==> config.mk <==
export PLATFORM = sky130hd
export DESIGN_NAME = wb_trace_fifo_flat
export DESIGN_NICKNAME = d
export VERILOG_FILES = /design/src/rtl/wb_trace_fifo_if.sv /design/src/rtl/wb_trace_fifo.sv /design/src/flat_wrapper.sv
export SDC_FILE = /design/constraint.sdc
export NUM_CORES = 1
export LEC_CHECK = 0
export CAP_MARGIN = 10
export CORE_MARGIN = 3
export CORE_UTILIZATION = 45
export CTS_BUF_LIST = sky130_fd_sc_hd__clkbuf_8
export CTS_CLUSTER_SIZE = 40
export DETAILED_ROUTE_END_ITERATION = 10
export DONT_BUFFER_PORTS = 1
export PLACE_DENSITY = 0.6
export SLEW_MARGIN = 25
export SYNTH_ARGS = -nofsm -noshare
export SYNTH_HDL_FRONTEND = slang
export SYNTH_SLANG_ARGS = --single-unit
==> constraint.sdc <==
create_clock -name clk -period 14.7 [get_ports clk]
set_input_delay 0 -clock clk [delete_from_list [all_inputs] [get_ports clk]]
set_output_delay 0 -clock clk [all_outputs]
set_load 0.01 [all_outputs]
==> src/rtl/wb_trace_fifo_if.sv <==
// Write-back capture stream in, trace handshake and status out.
interface wb_trace_fifo_if #(
  parameter int unsigned CW = 4
);
  logic          wb_en;
  logic [31:0]   wb_pc;
  logic [4:0]    wb_addr;
  logic [31:0]   wb_data;
  logic          clr;
  logic          trace_valid;
  logic          trace_ready;
  logic [31:0]   trace_pc;
  logic [4:0]    trace_addr;
  logic [31:0]   trace_data;
  logic [CW-1:0] count;
  logic          overflow;
  logic [15:0]   drop_cnt;

  // Core/checker side: drives retiring writes and consumes the trace.
  modport master (
    output wb_en, wb_pc, wb_addr, wb_data, clr, trace_ready,
    input  trace_valid, trace_pc, trace_addr, trace_data, count, overflow, drop_cnt
  );

  // Trace buffer side.
  modport slave (
    input  wb_en, wb_pc, wb_addr, wb_data, clr, trace_ready,
    output trace_valid, trace_pc, trace_addr, trace_data, count, overflow, drop_cnt
  );
endinterface

==> src/rtl/wb_trace_fifo.sv <==
// Show-ahead trace FIFO for retired register-file writes, with drop accounting.
module wb_trace_fifo #(
  parameter int unsigned DEPTH = 8,
  parameter int unsigned CW    = 4
) (
  input  logic           clk,
  input  logic           reset,
  wb_trace_fifo_if.slave bus
);
  localparam int unsigned AW = (DEPTH > 1) ? $clog2(DEPTH) : 1;

  typedef struct packed {
    logic [31:0] pc;
    logic [4:0]  addr;
    logic [31:0] data;
  } entry_t;

  entry_t        mem_q [DEPTH];
  logic [AW-1:0] wr_ptr_q, wr_ptr_d;
  logic [AW-1:0] rd_ptr_q, rd_ptr_d;
  logic [CW-1:0] count_q, count_d;
  logic          overflow_q, overflow_d;
  logic [15:0]   drop_cnt_q, drop_cnt_d;
  logic          valid_q, valid_d;
  entry_t        head_q, head_d;

  logic   capture_c, pop_c, full_c, push_c, drop_c;
  entry_t in_entry_c;

  // Event qualification; clr suppresses both push and drop accounting.
  assign in_entry_c = {bus.wb_pc, bus.wb_addr, bus.wb_data};
  assign capture_c  = bus.wb_en && (bus.wb_addr != 5'd0);
  assign pop_c      = valid_q && bus.trace_ready;
  assign full_c     = (count_q == CW'(DEPTH));
  assign push_c     = !bus.clr && capture_c && (!full_c || pop_c);
  assign drop_c     = !bus.clr && capture_c && full_c && !pop_c;

  // Next-state for pointers, occupancy, drop status and the registered head.
  always_comb begin
    wr_ptr_d   = wr_ptr_q;
    rd_ptr_d   = rd_ptr_q;
    count_d    = count_q;
    overflow_d = overflow_q;
    drop_cnt_d = drop_cnt_q;
    valid_d    = 1'b0;
    head_d     = '0;
    if (bus.clr) begin
      wr_ptr_d   = '0;
      rd_ptr_d   = '0;
      count_d    = '0;
      overflow_d = 1'b0;
      drop_cnt_d = '0;
    end else begin
      if (push_c) wr_ptr_d = wr_ptr_q + AW'(1);
      if (pop_c)  rd_ptr_d = rd_ptr_q + AW'(1);
      case ({push_c, pop_c})
        2'b10:   count_d = count_q + CW'(1);
        2'b01:   count_d = count_q - CW'(1);
        default: count_d = count_q;
      endcase
      if (drop_c) begin
        overflow_d = 1'b1;
        if (drop_cnt_q != 16'hFFFF) drop_cnt_d = drop_cnt_q + 16'd1;
      end
      // Head register mirrors the entry at the new read pointer; when that slot
      // is being written this edge, take the incoming event directly.
      if (count_d != '0) begin
        valid_d = 1'b1;
        head_d  = (push_c && (wr_ptr_q == rd_ptr_d)) ? in_entry_c : mem_q[rd_ptr_d];
      end
    end
  end

  // Control and output registers.
  always_ff @(posedge clk or negedge reset) begin
    if (!reset) begin
      wr_ptr_q   <= '0;
      rd_ptr_q   <= '0;
      count_q    <= '0;
      overflow_q <= 1'b0;
      drop_cnt_q <= '0;
      valid_q    <= 1'b0;
      head_q     <= '0;
    end else begin
      wr_ptr_q   <= wr_ptr_d;
      rd_ptr_q   <= rd_ptr_d;
      count_q    <= count_d;
      overflow_q <= overflow_d;
      drop_cnt_q <= drop_cnt_d;
      valid_q    <= valid_d;
      head_q     <= head_d;
    end
  end

  // Entry storage; contents are don't-care until written.
  always_ff @(posedge clk) begin
    if (push_c) mem_q[wr_ptr_q] <= in_entry_c;
  end

  assign bus.trace_valid = valid_q;
  assign bus.trace_pc    = head_q.pc;
  assign bus.trace_addr  = head_q.addr;
  assign bus.trace_data  = head_q.data;
  assign bus.count       = count_q;
  assign bus.overflow    = overflow_q;
  assign bus.drop_cnt    = drop_cnt_q;
endmodule

==> src/flat_wrapper.sv <==
// flat-port wrapper written by rule: the top's interface ports become plain ports
module wb_trace_fifo_flat 
#(
  parameter int unsigned DEPTH = 8,
  parameter int unsigned CW    = 4
)
  (clk, reset, bus_wb_en, bus_wb_pc, bus_wb_addr, bus_wb_data, bus_clr, bus_trace_ready, bus_trace_valid, bus_trace_pc, bus_trace_addr, bus_trace_data, bus_count, bus_overflow, bus_drop_cnt);
  wb_trace_fifo_if #(.CW(CW)) bus_i ();
  input  logic clk;
  input  logic reset;
  input wire logic [$bits(bus_i.wb_en)-1:0] bus_wb_en;
  input wire logic [$bits(bus_i.wb_pc)-1:0] bus_wb_pc;
  input wire logic [$bits(bus_i.wb_addr)-1:0] bus_wb_addr;
  input wire logic [$bits(bus_i.wb_data)-1:0] bus_wb_data;
  input wire logic [$bits(bus_i.clr)-1:0] bus_clr;
  input wire logic [$bits(bus_i.trace_ready)-1:0] bus_trace_ready;
  output wire logic [$bits(bus_i.trace_valid)-1:0] bus_trace_valid;
  output wire logic [$bits(bus_i.trace_pc)-1:0] bus_trace_pc;
  output wire logic [$bits(bus_i.trace_addr)-1:0] bus_trace_addr;
  output wire logic [$bits(bus_i.trace_data)-1:0] bus_trace_data;
  output wire logic [$bits(bus_i.count)-1:0] bus_count;
  output wire logic [$bits(bus_i.overflow)-1:0] bus_overflow;
  output wire logic [$bits(bus_i.drop_cnt)-1:0] bus_drop_cnt;
  assign bus_i.wb_en = bus_wb_en;
  assign bus_i.wb_pc = bus_wb_pc;
  assign bus_i.wb_addr = bus_wb_addr;
  assign bus_i.wb_data = bus_wb_data;
  assign bus_i.clr = bus_clr;
  assign bus_i.trace_ready = bus_trace_ready;
  assign bus_trace_valid = bus_i.trace_valid;
  assign bus_trace_pc = bus_i.trace_pc;
  assign bus_trace_addr = bus_i.trace_addr;
  assign bus_trace_data = bus_i.trace_data;
  assign bus_count = bus_i.count;
  assign bus_overflow = bus_i.overflow;
  assign bus_drop_cnt = bus_i.drop_cnt;
  wb_trace_fifo #(.DEPTH(DEPTH), .CW(CW)) u_core (.clk(clk), .reset(reset), .bus(bus_i));
endmodule
==> results.json <==
{
  "status": "finished, final reports clean",
  "clock.fmax_ghz": 0.1996,
  "grt.total_usage_pct": 21.45,
  "die_w_um": 242.6,
  "cts_max_path_buffers": 3,
  "synth_nets": 1754,
  "r2r_setup_slack_ns": 9.82,
  "cp_data_arrival_time_ns": 5.56,
  "core.rowCount": 86,
  "drv_slew": 0,
  "fin_crit_ns": 5.009,
  "routed_wl_um": 63580,
  "crit_fanout": 50,
  "tightest_slew_ns": 1.064,
  "grt_pass1_vias": 15080,
  "dp_hpwl_um": 30400,
  "end_kind": "flip-flop",
  "path_class": "primary input to flip-flop",
  "cts_tree": "yes",
  "worstPathRequired_ns": 15.25,
  "drc": 0,
  "synth_edf_count": 552,
  "ys_seq_area_share_pct": 75.46,
  "cts_buffers": 104,
  "synth_area_per_cell_sq_um": 15.04,
  "power.leakage_nw": 9.963,
  "path_cells": "dlygate4sd3_1 -> or4_4 -> o21ai_4 -> nand2_1 -> inv_1 -> ha_1 -> a21o_1 -> a21oi_1 -> and3_1 -> dlygate4sd3_1 -> o21ai_2 -> a21oi_4 -> buf_4 -> nor4_1 -> dlygate4sd3_1",
  "cp.depth": 15,
  "h-tree-depth": 3,
  "setup_tns_ns": 0,
  "slew_headroom_pct": 29.09,
  "synthTopCellsByArea": "edfxtp_1 66%, dfrtp_1 9.6%, mux2i_1 5.6%, a32oi_1 4.8%, nand2_1 4.4%",
  "p_per_area_nw_per_um2": 146.3,
  "synth_ff_type": "edfxtp_1",
  "syn2layout_area_growth_pct": 15.13,
  "firstDrtPassIters": 5,
  "min-delay-start": "bus_trace_ready",
  "finClkSkew_ns": 0.03223,
  "async_reset_ff_share_pct": 14.95,
  "cp_slowest_stage_delay_ns": 0.75,
  "die_h_um": 242.6,
  "r2r-start": "u_core.bus.trace_valid",
  "cap_viol_max_count": 0,
  "final_util_pct": 52.53,
  "coreArea_sq_um": 55200,
  "setup_violations": 0,
  "hold_class": "primary input to flip-flop",
  "worstSkewPairLatency_ns": 0.69,
  "wl_per_cell_um": 24.21,
  "yosysTopAreaCell": "edfxtp_1",
  "start_kind": "primary input",
  "fin_nets": 1867,
  "initial_core_util_pct": 45.62,
  "grt_max_degree": 173,
  "port_buffers": 0,
  "clkSinkCount": 649,
  "synth_area_sq_um": 25180,
  "yosysTopAreaCellShare_pct": 65.82,
  "grt_pass1_wl_um": 95490,
  "vias": 14980,
  "r2r-end": "u_core.bus.trace_addr[3]",
  "cpMostUsedCell": "dlygate4sd3_1",
  "hold_violations": 0,
  "grt_antenna_before_repair": 6,
  "whs_endpoint": "u_core.rd_ptr_q[0]",
  "clkTransAtPathRegs_ns": 0.06,
  "fin_crit_sh_pct": 34.08,
  "synth_cell_types": 48,
  "ys_warn_count": 0,
  "drtIter0Drc": 1047,
  "netlist_instances": 1674,
  "via_per_inst": 5.704,
  "worstHoldPathCells": 3,
  "ys_ff_latch": 649,
  "drive_gt1_share_pct": 10.83,
  "post_cts_resized": 0,
  "drtAntennaViolNets": 0,
  "vdd_drop_max_mv": 0.07885,
  "critPathSlowestCell": "buf_4",
  "cp_top_family": "buffers and inverters",
  "io_pins": 165,
  "worstRegToRegCells": 13,
  "total_power_mw": 4.242,
  "routabilityCongestion": 0.7787,
  "dieArea_sq_um": 58840,
  "cp-startpoint": "bus_wb_addr[0]",
  "ctsRootBufferMaster": "clkbuf_8",
  "critPathBufInv": 5,
  "rsz0062_at_grt": "false",
  "overflow": 0
}
## routing by layer
layer,GRT usage [%],wire length (um),vias to the layer above
met5,0,30,-
met4,6.736,1386,6
met3,4.936,4024,96
met2,36.03,31390,488
met1,27.83,26750,7715
li1,-,-,6673
## area by class of cell
cell class | instances | area [sq um]
fill | 4509 | 26210
clock inverter | 74 | 410.4
inverter | 5 | 18.77
timing repair buffer | 119 | 1236
clock buffer | 120 | 1652
multi-input combinational | 908 | 5731
antenna | 3 | 7.507
sequential | 649 | 19000
tap | 748 | 935.9
## Yosys cell counts (2+ instances only)
master and number:
ha_1 5, a32oi_1 138, nor4_1 71, o211ai_1 2, o21ai_0 4, nor3_1 6
clkbuf_1 69, dfrtp_1 97, buf_4 3, nand2b_1 4, o21a_1 2, mux2i_1 141
nand3b_1 2, nand3_1 7, xnor2_1 5, buf_2 31, and2_1 2, buf_6 8
nor2b_1 2, a21oi_1 72, nor2_1 102, and3_1 6, xor2_1 14, nand2_1 293
nand4_1 10, inv_1 5, edfxtp_1 552
## worst max path at each step
| stage | slack (ns) | end |
|---|---|---|
| final | 9.69 | u_core.bus.trace_addr[3] |
| after detailed placement | 10.77 | u_core.bus.trace_pc[15] |
| after global placement | 10.90 | u_core.bus.trace_pc[9] |
| after CTS | 9.90 | u_core.bus.trace_addr[3] |
| after floorplan | 6.70 | u_core.mem_q[0][0] |
| after global routing | 9.46 | u_core.bus.trace_addr[3] |
## cells by family after synthesis
group / count (synthesis) / synth area share, %
and+or+nand+nor: 512 / 8.819
buffers and inverters: 117 / 2.181
xor gates and xnor gates: 20 / 0.7254
DFF: 649 / 75.46
AOI/OAI and AO/OA: 227 / 6.777
adders and majority gates: 6 / 0.3279
muxes: 143 / 5.709
## layout by cell type, fill, tap and decap left out, types with 5 or more instances in the layout
| cell type | instances |
|---|---|
| and3_1 | 6 |
| mux2i_1 | 141 |
| nor4_1 | 70 |
| edfxtp_1 | 552 |
| xnor2_1 | 5 |
| nor2_1 | 95 |
| dlygate4sd3_1 | 87 |
| buf_4 | 25 |
| clkbuf_8 | 120 |
| buf_16 | 5 |
| a32oi_1 | 138 |
| a21oi_1 | 72 |
| clkinv_2 | 14 |
| clkinv_1 | 21 |
| nand2_1 | 292 |
| xor2_1 | 14 |
| inv_1 | 34 |
| nor2_4 | 7 |
| dfrtp_1 | 97 |
| nand4_1 | 10 |
| nand3_1 | 7 |
| ha_1 | 5 |
## repair_timing
action                                 4_1_cts  5_1_grt
setup buffers                                0        0
setup endpoints to repair                    0        0
endpoints found under the hold margin      746        0
hold buffers                                90        0
## sequential cells by signal, indices dropped and copies added (netlist names), 3 cells and up
register	count
u_core.bus.trace_pc	32
u_core.bus.trace_data	32
u_core.mem_q	552
u_core.bus.count	4
u_core.bus.drop_cnt	16
u_core.bus.trace_addr	5
u_core.wr_ptr_q	3
u_core.rd_ptr_q	3
## worst min-delay path, cell delays in order
cell,delay [ns]
nand3b_1,0.13
and2_4,0.37
nor2_1,0.20
## report_power, final
part	leakage, nW	internal [mW]	switching [mW]
clock	1.17	0.800	0.706
sequential	6.29	2.08	0.0694
combinational	2.50	0.196	0.388
## stage by stage
step                      worst slack [ns]  instances  area, sq um  hold WS, ns
final                                9.691       2626        28990       0.1070
after global routing                 9.458       2623        28990      0.09822
after CTS                            9.898       2622        28970      0.03776
after detailed placement             10.77       2338        25950      -0.2901
after global placement               10.90       2336        25900      -0.2896
after floorplan                      6.705       1674        25180      -0.2956
(Power assumes the default switching activity.)
